**src/rtl/muldiv_seq.sv**
```systemverilog
// Iterative MIPS32 multiply/divide sequencer owning HI/LO.
// One shared add/subtract datapath; shift-add multiply, restoring divide.
module muldiv_seq #(
    parameter int WIDTH = 32
) (
    input  logic             clk,
    input  logic             rst_n,
    input  logic             start,
    input  logic [1:0]       op,
    input  logic [WIDTH-1:0] a,
    input  logic [WIDTH-1:0] b,
    input  logic             flush,
    input  logic             hi_we,
    input  logic             lo_we,
    input  logic [WIDTH-1:0] wdata,
    output logic             busy,
    output logic             done,
    output logic [WIDTH-1:0] hi,
    output logic [WIDTH-1:0] lo
);

    localparam int CW = $clog2(WIDTH);
    localparam logic [CW-1:0] LAST_ITER = CW'(WIDTH - 1);

    typedef enum logic [1:0] {
        ST_IDLE = 2'd0,
        ST_RUN  = 2'd1,
        ST_FIX  = 2'd2,
        ST_DONE = 2'd3
    } state_t;

    state_t             state_r;
    logic [CW-1:0]      cnt_r;
    logic               is_div_r;
    logic               neg_q_r;
    logic               neg_r_r;
    logic               b_zero_r;
    logic [WIDTH-1:0]   a_raw_r;
    logic [WIDTH-1:0]   opnd_r;
    logic [WIDTH-1:0]   mq_r;
    logic [WIDTH-1:0]   rem_r;
    logic [WIDTH-1:0]   hi_r;
    logic [WIDTH-1:0]   lo_r;
    logic               busy_r;
    logic               done_r;

    logic               sgn_a_s;
    logic               sgn_b_s;
    logic [WIDTH-1:0]   mag_a_s;
    logic [WIDTH-1:0]   mag_b_s;
    logic [WIDTH+1:0]   addsub_s;
    logic [2*WIDTH-1:0] prod_s;
    logic [WIDTH-1:0]   fix_hi_s;
    logic [WIDTH-1:0]   fix_lo_s;

    function automatic logic [WIDTH-1:0] cond_neg(input logic [WIDTH-1:0] v, input logic s);
        logic [WIDTH-1:0] r;
        if (s) begin
            r = ~v + {{(WIDTH-1){1'b0}}, 1'b1};
        end else begin
            r = v;
        end
        return r;
    endfunction

    function automatic logic [2*WIDTH-1:0] cond_neg2(input logic [2*WIDTH-1:0] v, input logic s);
        logic [2*WIDTH-1:0] r;
        if (s) begin
            r = ~v + {{(2*WIDTH-1){1'b0}}, 1'b1};
        end else begin
            r = v;
        end
        return r;
    endfunction

    // Operand sign flags and magnitudes at issue; unsigned ops pass raw values.
    always_comb begin
        sgn_a_s = ~op[0] & a[WIDTH-1];
        sgn_b_s = ~op[0] & b[WIDTH-1];
        mag_a_s = cond_neg(a, sgn_a_s);
        mag_b_s = cond_neg(b, sgn_b_s);
    end

    // Shared adder: trial subtract for divide, conditional add for multiply.
    always_comb begin
        addsub_s = {2'b00, rem_r};
        if (is_div_r) begin
            addsub_s = {1'b0, rem_r, mq_r[WIDTH-1]} - {2'b00, opnd_r};
        end else if (mq_r[0]) begin
            addsub_s = {2'b00, rem_r} + {2'b00, opnd_r};
        end else begin
            addsub_s = {2'b00, rem_r};
        end
    end

    // Final sign correction and divide-by-zero substitution.
    always_comb begin
        prod_s   = cond_neg2({rem_r, mq_r}, neg_q_r);
        fix_hi_s = prod_s[2*WIDTH-1:WIDTH];
        fix_lo_s = prod_s[WIDTH-1:0];
        if (is_div_r) begin
            if (b_zero_r) begin
                fix_hi_s = a_raw_r;
                fix_lo_s = {WIDTH{1'b1}};
            end else begin
                fix_hi_s = cond_neg(rem_r, neg_r_r);
                fix_lo_s = cond_neg(mq_r, neg_q_r);
            end
        end else begin
            fix_hi_s = prod_s[2*WIDTH-1:WIDTH];
            fix_lo_s = prod_s[WIDTH-1:0];
        end
    end

    // Sequencer state, iteration datapath and HI/LO registers.
    always_ff @(posedge clk or negedge rst_n) begin
        if (!rst_n) begin
            state_r  <= ST_IDLE;
            cnt_r    <= {CW{1'b0}};
            is_div_r <= 1'b0;
            neg_q_r  <= 1'b0;
            neg_r_r  <= 1'b0;
            b_zero_r <= 1'b0;
            a_raw_r  <= {WIDTH{1'b0}};
            opnd_r   <= {WIDTH{1'b0}};
            mq_r     <= {WIDTH{1'b0}};
            rem_r    <= {WIDTH{1'b0}};
            hi_r     <= {WIDTH{1'b0}};
            lo_r     <= {WIDTH{1'b0}};
            busy_r   <= 1'b0;
            done_r   <= 1'b0;
        end else begin
            case (state_r)
                ST_IDLE: begin
                    done_r <= 1'b0;
                    if (hi_we) hi_r <= wdata;
                    if (lo_we) lo_r <= wdata;
                    if (start && !flush) begin
                        state_r  <= ST_RUN;
                        busy_r   <= 1'b1;
                        cnt_r    <= {CW{1'b0}};
                        is_div_r <= op[1];
                        neg_q_r  <= sgn_a_s ^ sgn_b_s;
                        neg_r_r  <= sgn_a_s;
                        b_zero_r <= (b == {WIDTH{1'b0}});
                        a_raw_r  <= a;
                        opnd_r   <= op[1] ? mag_b_s : mag_a_s;
                        mq_r     <= op[1] ? mag_a_s : mag_b_s;
                        rem_r    <= {WIDTH{1'b0}};
                    end
                end
                ST_RUN: begin
                    if (flush) begin
                        state_r <= ST_IDLE;
                        busy_r  <= 1'b0;
                    end else begin
                        cnt_r <= cnt_r + {{(CW-1){1'b0}}, 1'b1};
                        if (is_div_r) begin
                            // Restore on negative trial result; quotient bit is its complement.
                            if (!addsub_s[WIDTH+1]) begin
                                rem_r <= addsub_s[WIDTH-1:0];
                                mq_r  <= {mq_r[WIDTH-2:0], 1'b1};
                            end else begin
                                rem_r <= {rem_r[WIDTH-2:0], mq_r[WIDTH-1]};
                                mq_r  <= {mq_r[WIDTH-2:0], 1'b0};
                            end
                        end else begin
                            {rem_r, mq_r} <= {addsub_s[WIDTH:0], mq_r[WIDTH-1:1]};
                        end
                        if (cnt_r == LAST_ITER) state_r <= ST_FIX;
                    end
                end
                ST_FIX: begin
                    if (flush) begin
                        state_r <= ST_IDLE;
                        busy_r  <= 1'b0;
                    end else begin
                        hi_r    <= fix_hi_s;
                        lo_r    <= fix_lo_s;
                        done_r  <= 1'b1;
                        state_r <= ST_DONE;
                    end
                end
                ST_DONE: begin
                    done_r  <= 1'b0;
                    busy_r  <= 1'b0;
                    state_r <= ST_IDLE;
                end
                default: begin
                    state_r <= ST_IDLE;
                    busy_r  <= 1'b0;
                    done_r  <= 1'b0;
                end
            endcase
        end
    end

    assign busy = busy_r;
    assign done = done_r;
    assign hi   = hi_r;
    assign lo   = lo_r;

endmodule
```
**config.mk**
```make
export PLATFORM = sky130hd
export DESIGN_NAME = muldiv_seq
export DESIGN_NICKNAME = d
export VERILOG_FILES = /design/src/rtl/muldiv_seq.sv
export SDC_FILE = /design/constraint.sdc
export NUM_CORES = 1
export LEC_CHECK = 0
export ABC_CLOCK_PERIOD_IN_PS = 5100
export CORE_MARGIN = 2
export CORE_UTILIZATION = 45
export DETAILED_ROUTE_END_ITERATION = 8
export GPL_TIMING_DRIVEN = 1
export PLACE_DENSITY = 0.65
export REMOVE_ABC_BUFFERS = 1
export SETUP_SLACK_MARGIN = 0.4
export SYNTH_ARGS = -nofsm -noshare
export SYNTH_HDL_FRONTEND = slang
export SYNTH_SLANG_ARGS = --single-unit
```
**constraint.sdc**
```tcl
create_clock -name clk -period 5.1 [get_ports clk]
set_clock_uncertainty 0.15 [all_clocks]
set_input_delay 1.02 -clock clk [delete_from_list [all_inputs] [get_ports clk]]
set_output_delay 1.02 -clock clk [all_outputs]
set_load 0.03 [all_outputs]
```
==> impl_results.md <==
* Status: completed
* Die Span Y at 201 µm
* Vias at 16.7k
* CTS buffer count at 24
* Count of endpoints failing hold in the final timing report at 0
* Compound-cell area share of the yosys netlist at 25.2%
* Startpoint Class: flip-flop
* Mapped Area at 17500 µm²
* Global route overflow at 0
* Warning count from the yosys run at 0
* Die Span X at 201 µm
* DRT Pass-1 Iters at 6
* Synth Area in Simple Gates at 16.5%
* Clock Tree Root: clkbuf_16
* H-Tree Level Count at 1
* GRT Overall Usage at 29.3%
* Fin crit share at 81.4%
* First-pass GRT wire length at 94.7 mm
* FFs w/ async S/R, synth at 100%
* Critical Path Sink Type: flip-flop
* Netlist cell types at 81
* Adder-Cell Fraction of Synth Area at 5.46%
* Hold slack at 0.325 ns
* Max FO, Critical Path at 8
* XOR/XNOR Fraction of Synth Area at 10.0%
* DIE AREA at 40400 µm²
* Io pins at 170
* Synth area leaders: dfrtp_1 29%, xnor2_1 6.6%, nand2_1 5.7%
* Hold_buf cts at 0
* Synth-to-layout area growth at 17.3%
* FP Rows at 72
* Final core occ at 53.2%
* Unrepaired setup endpoints after global routing: no
* Starting density of the core at 45.4%
* Synth Flop Type: dfrtp_1
* Overall routed net length at 59.6 mm
* Resized cells post-CTS at 0
* IO Port Bufs at 169
* Cells after Synth at 2170
* Synth top area share at 29.4%
* Initial drt markers at 1384
* Clk slew on worst S/H paths at 0.07 ns
* Post-route ant nets at 0
* Max-slew headroom at 20.7%
* VDD IR max at 344 µV
* Fmax at 241 MHz
* Worst EP required at 5.38 ns
* Clock sink total at 205
* Largest family of logic cells by synthesized area: compound AO/OA/AOI/OAI gates
* DRC Markers at 0
* Pleak at 8.45 nW
* Setup TNS at 0 ns
* Initial antenna violation count at 6
* Share of cells above drive strength 1 at 7.74%
* Worst hold path class: flip-flop to flip-flop
* Core Footprint at 38500 µm²
* Slew @ Worst Pin at 1.19 ns
* Vias in the first global route at 16.4k
* Max Root-Sink Buffers at 3
* Largest net degree at the start of global routing at 112
* Mux cell area share after synthesis at 8.11%
* Leading area contributor after synthesis: dfrtp_1
* Layout net count at 2435
* Fin. max-slew vios at 0
* Post-synth EDFFs at 0
* DR vias/cell at 5.99
* Max-Cap Viols at 0
* Crit path arrival time at 4.43 ns
* Synthesis-stage register bit count at 205
* Post-CTS Setup Inserts at 0
* Sequential-to-total area share from yosys stat at 29.4%
* Power per cell area at 671 nW/µm²
* WS Path Type: flip-flop to flip-flop
* WL per Instance at 21.3 µm
* Final setup fails at 0
* Minimum clock period at 4.15 ns
* Skew-Pair Late Insertion Delay at 0.54 ns
* Placer's final routability congestion estimate at 0.939
* CTS tree: done
* Dpl hpwl at 44.4 mm
* Post-Syn Area per Cell at 8.04 µm²
final timing paths:
check | startpoint | to | slack [ns] | cells past startpoint
min reg2reg | lo[17] | lo[17] | 0.32 | 2
max in group asynchronous | rst_n | rem_r[20] | 3.38 | 2
min | lo[17] | lo[17] | 0.32 | 2
max reg2reg | rem_r[0] | rem_r[25] | 0.95 | 12
min in group asynchronous | rst_n | opnd_r[4] | 0.39 | 1
max | rem_r[0] | rem_r[25] | 0.95 | 12
critical path, cell delays in order (launching register included):
cell	delay (ns)
dfrtp_1	0.55
ha_1	0.29
inv_1	0.07
fa_1	0.39
nor2b_1	0.23
o31a_1	0.28
o211ai_1	0.23
a21oi_1	0.25
o21ai_0	0.18
a2111oi_0	0.90
a31oi_1	0.22
xnor2_1	0.17
o2bb2ai_1	0.12
cells in the final DEF (no fill, tap or decap), drive strengths merged, types with 16 or more instances in the layout:
cell	netlist	final
inv	76	76
mux2i	84	84
o21ai	200	200
clkdlybuf4s50	0	167
o41ai	16	16
a21o	24	24
o22ai	37	37
nor4	17	17
a31oi	22	22
nand2	264	264
a211oi	37	37
nand2b	18	18
clkbuf	133	37
a21oi	168	168
mux2	51	51
o211ai	48	48
ha	73	73
nor2	161	161
or4	20	20
xor2	69	69
nor3	35	35
o31ai	27	27
dfrtp	205	205
xnor2	131	131
buf	27	53
nand3	31	31
cell type report:
class	instances	area, µm²
diodes	4	10.0
clock buffers	37	741
clock inverters	7	115
fillers	3648	18000
inverters	78	293
multi-input cells	1727	11400
flip-flops and latches	205	5130
well taps	518	648
repair buffers	220	2090
kinds of logic after synthesis:
group / count (synthesis)
AND/OR/NAND/NOR: 625
XOR/XNOR: 200
adder cells (fa/ha/maj): 75
AO/OA/AOI/OAI: 692
buffers and inverters: 238
flip-flops: 205
multiplexers: 135
Yosys cell counts (all sizes together) (5+ instances only):
cell     instances
a2111oi          5
a211o            8
a211oi          37
a21o            24
a21oi          168
a22o            11
a2bb2oi          6
a31oi           22
a32o            12
and2             6
and3            12
buf             27
clkbuf         133
dfrtp          205
ha              73
inv             76
mux2            51
mux2i           84
nand2          264
nand2b          18
nand3           31
nand4           10
nor2           161
nor2b           15
nor3            35
nor4            17
o211ai          48
o21a            11
o21ai          200
o21bai          10
o22ai           37
o311ai           9
o31a             7
o31ai           27
o41ai           16
or2              8
or3             13
or4             20
xnor2          131
xor2            69
state kept, by name, summed over array words and instances (netlist names), 2 cells and up:
register and cells:
lo 32, rem_r 32, cnt_r 5, opnd_r 32
hi 32, state_r 2, a_raw_r 32, mq_r 32
report_power, final:
part / internal (mW) / leakage, nW / switching (mW) / total [mW]
Sequential: 2.35 / 2.52 / 0.941 / 3.30
Combinational: 3.54 / 5.52 / 5.03 / 8.57
Clock: 1.15 / 0.415 / 0.726 / 1.88
Total: 7.04 / 8.45 / 6.70 / 13.7
per-stage QoR:
stage	instance area (µm²)	std cells	power (mW)	setup slack, ns
2_1_floorplan	16800	2010	9.00	-1.14
5_1_grt	20500	2796	14.8	0.698
3_3_place_gp	19600	2748	11.6	0.622
3_5_place_dp	19600	2748	11.7	0.633
4_1_cts	20500	2792	13.6	1.05
6_report	20500	2796	13.7	0.950
metal layers:
metal  track usage, %  wire length (µm)
met1             42.2             27500
met2             46.3             26500
met5                0                13
met3             3.18              3920
met4             8.89              1550
Note: power is estimated with default switching activity, not from simulation.
